### src/rtl/lif_pkg.sv
// Shared constants and arithmetic helpers for the LIF neuron array.
// Optional feature macro used by importers: LIF_REFRACTORY_EN.
package lif_pkg;

  localparam int unsigned LIF_DEFAULT_WIDTH   = 8;
  localparam int unsigned LIF_DEFAULT_LEAK    = 1;
  localparam int unsigned LIF_DEFAULT_REFRACT = 2;

  // Reset-on-spike modes
  localparam int unsigned LIF_RESET_ZERO = 0;
  localparam int unsigned LIF_RESET_SUB  = 1;

  // Unsigned add clamped to 2^width-1; operands are zero-extended into 32 bits,
  // the sum is formed one bit wider so a carry out is never lost.
  function automatic logic [31:0] lif_sat_add(input logic [31:0] a,
                                              input logic [31:0] b,
                                              input int unsigned width);
    logic [32:0] sum;
    logic [32:0] max_val;
    sum     = {1'b0, a} + {1'b0, b};
    max_val = (33'd1 << width) - 33'd1;
    return (sum > max_val) ? 32'(max_val) : 32'(sum);
  endfunction

endpackage

### src/rtl/lif_neuron.sv
// Single leaky integrate-and-fire neuron: membrane state, spike register and,
// when LIF_REFRACTORY_EN is defined, a refractory down-counter.
module lif_neuron
  import lif_pkg::*;
#(
  parameter int unsigned WIDTH          = LIF_DEFAULT_WIDTH,
  parameter int unsigned LEAK_SHIFT     = LIF_DEFAULT_LEAK,
  parameter int unsigned RESET_SUBTRACT = LIF_RESET_ZERO,
  parameter int unsigned REFRACT        = LIF_DEFAULT_REFRACT
) (
  input  logic             clk,
  input  logic             reset_n,
  input  logic             step,
  input  logic [WIDTH-1:0] current,
  input  logic [WIDTH-1:0] threshold,
  output logic [WIDTH-1:0] state,
  output logic             spike
);

  logic [WIDTH-1:0] state_q, state_d;
  logic             spike_q, spike_d;
  logic [WIDTH-1:0] leaked;
  logic [31:0]      v_full;
  logic             fire;
  logic             in_refr;

`ifdef LIF_REFRACTORY_EN
  localparam int unsigned RW = (REFRACT == 0) ? 1 : $clog2(REFRACT + 1);
  logic [RW-1:0] refr_q, refr_d;
  assign in_refr = (refr_q != '0);
`else
  assign in_refr = 1'b0;
`endif

  assign leaked = state_q >> LEAK_SHIFT;
  assign v_full = lif_sat_add(32'(current), 32'(leaked), WIDTH);
  // Compare at full width so a clamped sum is never mistaken for a small one.
  assign fire   = (v_full >= 32'(threshold));

  // Next-state: hold when idle, leak-only when refractory, else integrate/fire.
  always_comb begin
    // NOTE: every combinational output gets a default first, so no path leaves it unassigned and no latch is inferred.
    state_d = state_q;
    spike_d = 1'b0;
`ifdef LIF_REFRACTORY_EN
    refr_d  = refr_q;
`endif
    if (step) begin
      if (in_refr) begin
        state_d = leaked;
`ifdef LIF_REFRACTORY_EN
        refr_d  = refr_q - 1'b1;
`endif
      end else if (fire) begin
        spike_d = 1'b1;
        state_d = (RESET_SUBTRACT == LIF_RESET_SUB) ? (WIDTH'(v_full) - threshold) : '0;
`ifdef LIF_REFRACTORY_EN
        refr_d  = RW'(REFRACT);
`endif
      end else begin
        state_d = WIDTH'(v_full);
      end
    end
  end

  // State and spike registers with synchronous active-low reset.
  always_ff @(posedge clk) begin
    // NOTE: sequential state uses non-blocking assignments so all registers update from pre-edge values.
    if (!reset_n) begin
      state_q <= '0;
      spike_q <= 1'b0;
    end else begin
      state_q <= state_d;
      spike_q <= spike_d;
    end
  end

`ifdef LIF_REFRACTORY_EN
  // Refractory counter, cleared by reset even mid-period.
  always_ff @(posedge clk) begin
    if (!reset_n) refr_q <= '0;
    else          refr_q <= refr_d;
  end
`endif

  assign state = state_q;
  assign spike = spike_q;

endmodule

### src/rtl/lif_array.sv
// Array of N_NEURONS independent LIF neurons sharing one threshold.
// Build option: define LIF_REFRACTORY_EN to add per-neuron refractory periods.
module lif_array
  import lif_pkg::*;
#(
  parameter int unsigned N_NEURONS      = 4,
  parameter int unsigned WIDTH          = LIF_DEFAULT_WIDTH,
  parameter int unsigned LEAK_SHIFT     = LIF_DEFAULT_LEAK,
  parameter int unsigned RESET_SUBTRACT = LIF_RESET_ZERO,
  parameter int unsigned REFRACT        = LIF_DEFAULT_REFRACT
) (
  input  logic                       clk,
  input  logic                       reset_n,
  input  logic                       step,
  input  logic [N_NEURONS*WIDTH-1:0] current,
  input  logic [WIDTH-1:0]           threshold,
  output logic [N_NEURONS*WIDTH-1:0] state,
  output logic [N_NEURONS-1:0]       spike,
  output logic                       spike_any
);

  // Elaboration-time parameter range checks.
  if (N_NEURONS < 1 || N_NEURONS > 16) begin : g_bad_n
    $error("lif_array: N_NEURONS out of range 1..16");
  end
  if (WIDTH > 32 || LEAK_SHIFT < 1 || LEAK_SHIFT >= WIDTH) begin : g_bad_leak
    $error("lif_array: WIDTH/LEAK_SHIFT out of range");
  end
  if (REFRACT > 15 || RESET_SUBTRACT > LIF_RESET_SUB) begin : g_bad_mode
    $error("lif_array: REFRACT or RESET_SUBTRACT out of range");
  end

  // One neuron per lane, each on its own slice of the packed buses.
  for (genvar g = 0; g < N_NEURONS; g++) begin : g_neuron
    lif_neuron #(
      .WIDTH         (WIDTH),
      .LEAK_SHIFT    (LEAK_SHIFT),
      .RESET_SUBTRACT(RESET_SUBTRACT),
      .REFRACT       (REFRACT)
    ) u_neuron (
      .clk      (clk),
      .reset_n  (reset_n),
      .step     (step),
      .current  (current[g*WIDTH +: WIDTH]),
      .threshold(threshold),
      .state    (state[g*WIDTH +: WIDTH]),
      .spike    (spike[g])
    );
  end

  assign spike_any = |spike;

endmodule
### config.mk
export PLATFORM = sky130hd
export DESIGN_NAME = lif_array
export DESIGN_NICKNAME = d
export VERILOG_FILES = /design/src/rtl/lif_pkg.sv /design/src/rtl/lif_neuron.sv /design/src/rtl/lif_array.sv
export SDC_FILE = /design/constraint.sdc
export NUM_CORES = 1
export LEC_CHECK = 0
export CAP_MARGIN = 20
export CORE_MARGIN = 2
export CORE_UTILIZATION = 46
export DETAILED_ROUTE_END_ITERATION = 8
export PLACE_DENSITY = 0.84
export SYNTH_ARGS = -nofsm -noshare
export SYNTH_HDL_FRONTEND = slang
export SYNTH_SLANG_ARGS = --single-unit
### constraint.sdc
create_clock -name clk -period 3.8 [get_ports clk]
set_clock_uncertainty 0.1 [all_clocks]
set_input_delay 1.14 -clock clk [delete_from_list [all_inputs] [get_ports clk]]
set_output_delay 1.14 -clock clk [all_outputs]
set_load 0.05 [all_outputs]
==> impl_metrics.json, run 1 <==
{
  "slowest_delay_ps": 470,
  "status": "finished, violations left",
  "relSlewSlack_pct": 63.7,
  "whs_ps": 357,
  "period_minus_slack_ps": 4000,
  "netlist_area_um2": 3300,
  "crit_top_cell": "buf_6",
  "wirelength_um": 12300,
  "fin_tns_setup_ps": -2120,
  "syn_to_final_growth_pct": 73.9,
  "gp_routability_congestion": 0.899,
  "die-height_um": 88.7,
  "netlist.top_cell.by_area": "ha_1",
  "grt_antenna_before_repair": 0,
  "hold_viol": 0,
  "arrival_ps": 4090,
  "die_w_um": 88.7,
  "layout.cells.non_filler": 640,
  "worstSetupPathType": "in -> reg",
  "dp_hpwl_um": 7460,
  "start_util_pct": 48.0,
  "io_buffers": 79,
  "total_power_mw": 2.55,
  "numCtsBuffers": 5,
  "dp_cells": 605,
  "nNetsFinal": 650,
  "tightest_slew_ps": 543,
  "critical-path-slowest-cell": "nor4b_2",
  "grt_overflow": 0,
  "r2r_end": "g_neuron[0].u_neuron.state[7]",
  "power_density_nw_per_um2": 445,
  "ys_types": 59,
  "rsz0062_at_grt": "true",
  "clk_path_buf_depth": 2,
  "min_delay_worst_endpoint": "g_neuron[3].u_neuron.state[0]",
  "cts_hold_buf": 0,
  "drcViolationCount": 0,
  "power.leakage_nw": 2.54,
  "syn_avg_cell_area_um2": 8.97,
  "rr_startpoint": "g_neuron[0].u_neuron.state[1]",
  "max_freq_mhz": 250,
  "syn_inst": 368,
  "yosysMostFrequentCell": "ha_1",
  "fin_crit_sh_pct": 105,
  "cp-end-kind": "register",
  "ant_nets": 0,
  "worstPathCellList": "buf_6 > ha_4 > fa_2 > a21oi_4 > o211ai_1 > nor4b_2 > mux2i_2 > ha_1 > nand2_2 > nor3_2 > buf_4 > a211oi_4 > buf_6 > a22o_1",
  "slew_violations": 0,
  "antenna_cells": 0,
  "clockRootBuffer": "clkbuf_8",
  "worst-r2r-setup-slack_ps": 360,
  "vias": 3816,
  "required_ps": 3890,
  "hp-start": "g_neuron[3].u_neuron.state[0]",
  "synth_flop_cell": "dfxtp_1",
  "async_flop_share_pct": 0,
  "first_global_vias": 3597,
  "ir_drop_mv": 0.231,
  "cts-htree-levels": 2,
  "track_usage_pct": 26.8,
  "drive_gt1_share_pct": 39.5,
  "dieArea_um2": 7870,
  "grt_pass1_wl_um": 16600,
  "clock_latency_ps": 300,
  "wire_per_inst_um": 19.3,
  "violations": "negative setup slack",
  "synth_common_cells": "ha_1 (60), dfxtp_1 (36), a22o_1 (26)",
  "min_path_cells": 2,
  "dpl_cell_area_um2": 4770,
  "ios": 80,
  "grt_max_degree": 13,
  "drtPass1Iterations": 5,
  "ys_seq_area_share_pct": 21.8,
  "worstHoldPathType": "reg -> reg",
  "synth_top_area_share_pct": 22.8,
  "synthTopCellsByArea": "ha_1 (23%), dfxtp_1 (22%), a22o_1 (6.9%), a21oi_1 (3.3%), o21ai_1 (2.7%)",
  "r2r_cells": 13,
  "start_kind": "input pin",
  "core_um2": 6870,
  "synth_fp_nets": 475,
  "numClockSinks": 36,
  "rows": 30,
  "drt_iter0_markers": 201,
  "clk_pin_slew_ps": 90,
  "cap_viol_max_count": 0,
  "viasPerCell": 5.96,
  "synth_warnings": 0,
  "design_area_um2": 5740,
  "synth_edf_count": 0,
  "tritoncts": "built",
  "synth-seq-cells": 36,
  "fin_ws_ps": -198,
  "path_max_fanout": 3,
  "setup-violations-final": 17
}
repair_timing:
item | 4_1_cts | 5_1_grt
buffers inserted | 13 | 17
setup endpoints to repair | 36 | 35
gates resized for setup | 81 | 76
pin swaps | 60 | 69
gates cloned | 1 | 0
flip-flops by register name (all words and copies together) (netlist names):
name	count
g_neuron.u_neuron.state	32
g_neuron.u_neuron.spike	4
cells by family after synthesis:
logic type,synth area share [%]
flip-flops,21.8
multiplexers,1.25
AO/OA/AOI/OAI,29.1
buffers and inverters,2.96
adder cells (fa/ha/maj),25.2
AND/OR/NAND/NOR,17.0
XOR/XNOR,2.65
per-stage QoR:
stage / worst slack [ps] / util [%]
5_1_grt: -248 / 83.6
2_1_floorplan: -54.1 / -
3_3_place_gp: -636 / 69.4
6_report: -198 / 83.6
3_5_place_dp: -745 / 69.4
4_1_cts: -111 / 76.4
cell type report:
| type | count | area [µm²] |
|---|---|---|
| timing repair buffer | 177 | 1550 |
| tap | 96 | 120 |
| multi-input combinational | 310 | 3210 |
| fill | 380 | 1130 |
| sequential | 36 | 721 |
| clock buffer | 7 | 86.3 |
| inverter | 13 | 48.8 |
| clock inverter | 1 | 7.51 |
where the power goes:
group          internal [mW]  switching [mW]
clock                  0.148           0.160
combinational          0.830           0.909
sequential             0.434          0.0735
worst max-delay path, delay by kind of cell:
family / cells / cell delay [ps]
adder cells (fa/ha/maj): 3 / 940
multiplexers: 1 / 160
buffers and inverters: 3 / 410
AO/OA/AOI/OAI: 4 / 710
AND/OR/NAND/NOR: 3 / 730
per-layer routing:
metal | part of all wire (%) | vias up | track usage, %
met5 | 0 | - | 0
met4 | 4.0 | 0 | 7.16
met3 | 5.3 | 44 | 3.54
met2 | 51 | 183 | 49.6
met1 | 39 | 1844 | 32.2
li1 | - | 1745 | -
cells in the final DEF, fill, tap and decap left out, types with 9 or more instances in the layout:
cell type	count
a21o_1	9
a21oi_1	13
a22o_1	26
buf_4	93
clkdlybuf4s50_1	57
dfxtp_1	36
ha_1	33
ha_4	25
inv_1	13
nand2_1	15
nand2b_1	11
nor2_1	20
o21ai_1	15
worst max-delay path by stage:
stage	slack, ps	to	start	cells after the start
floorplan	-50	g_neuron[1].u_neuron.state[1]	current[8]	14
global placement	-640	g_neuron[2].u_neuron.state[0]	current[16]	13
detailed placement	-740	g_neuron[2].u_neuron.state[1]	current[16]	14
CTS	-110	g_neuron[2].u_neuron.state[0]	current[16]	12
global route	-250	g_neuron[2].u_neuron.state[5]	current[21]	15
finish	-200	g_neuron[0].u_neuron.state[7]	current[0]	14
Power figures use the tool's default switching activity.
==> run 2, diff against run 1 <==
Settings changed: HOLD_SLACK_MARGIN set to 0.08.
==> results of run 2 <==
Same layout as run 1: the final DEF is identical, and so are final timing and power.
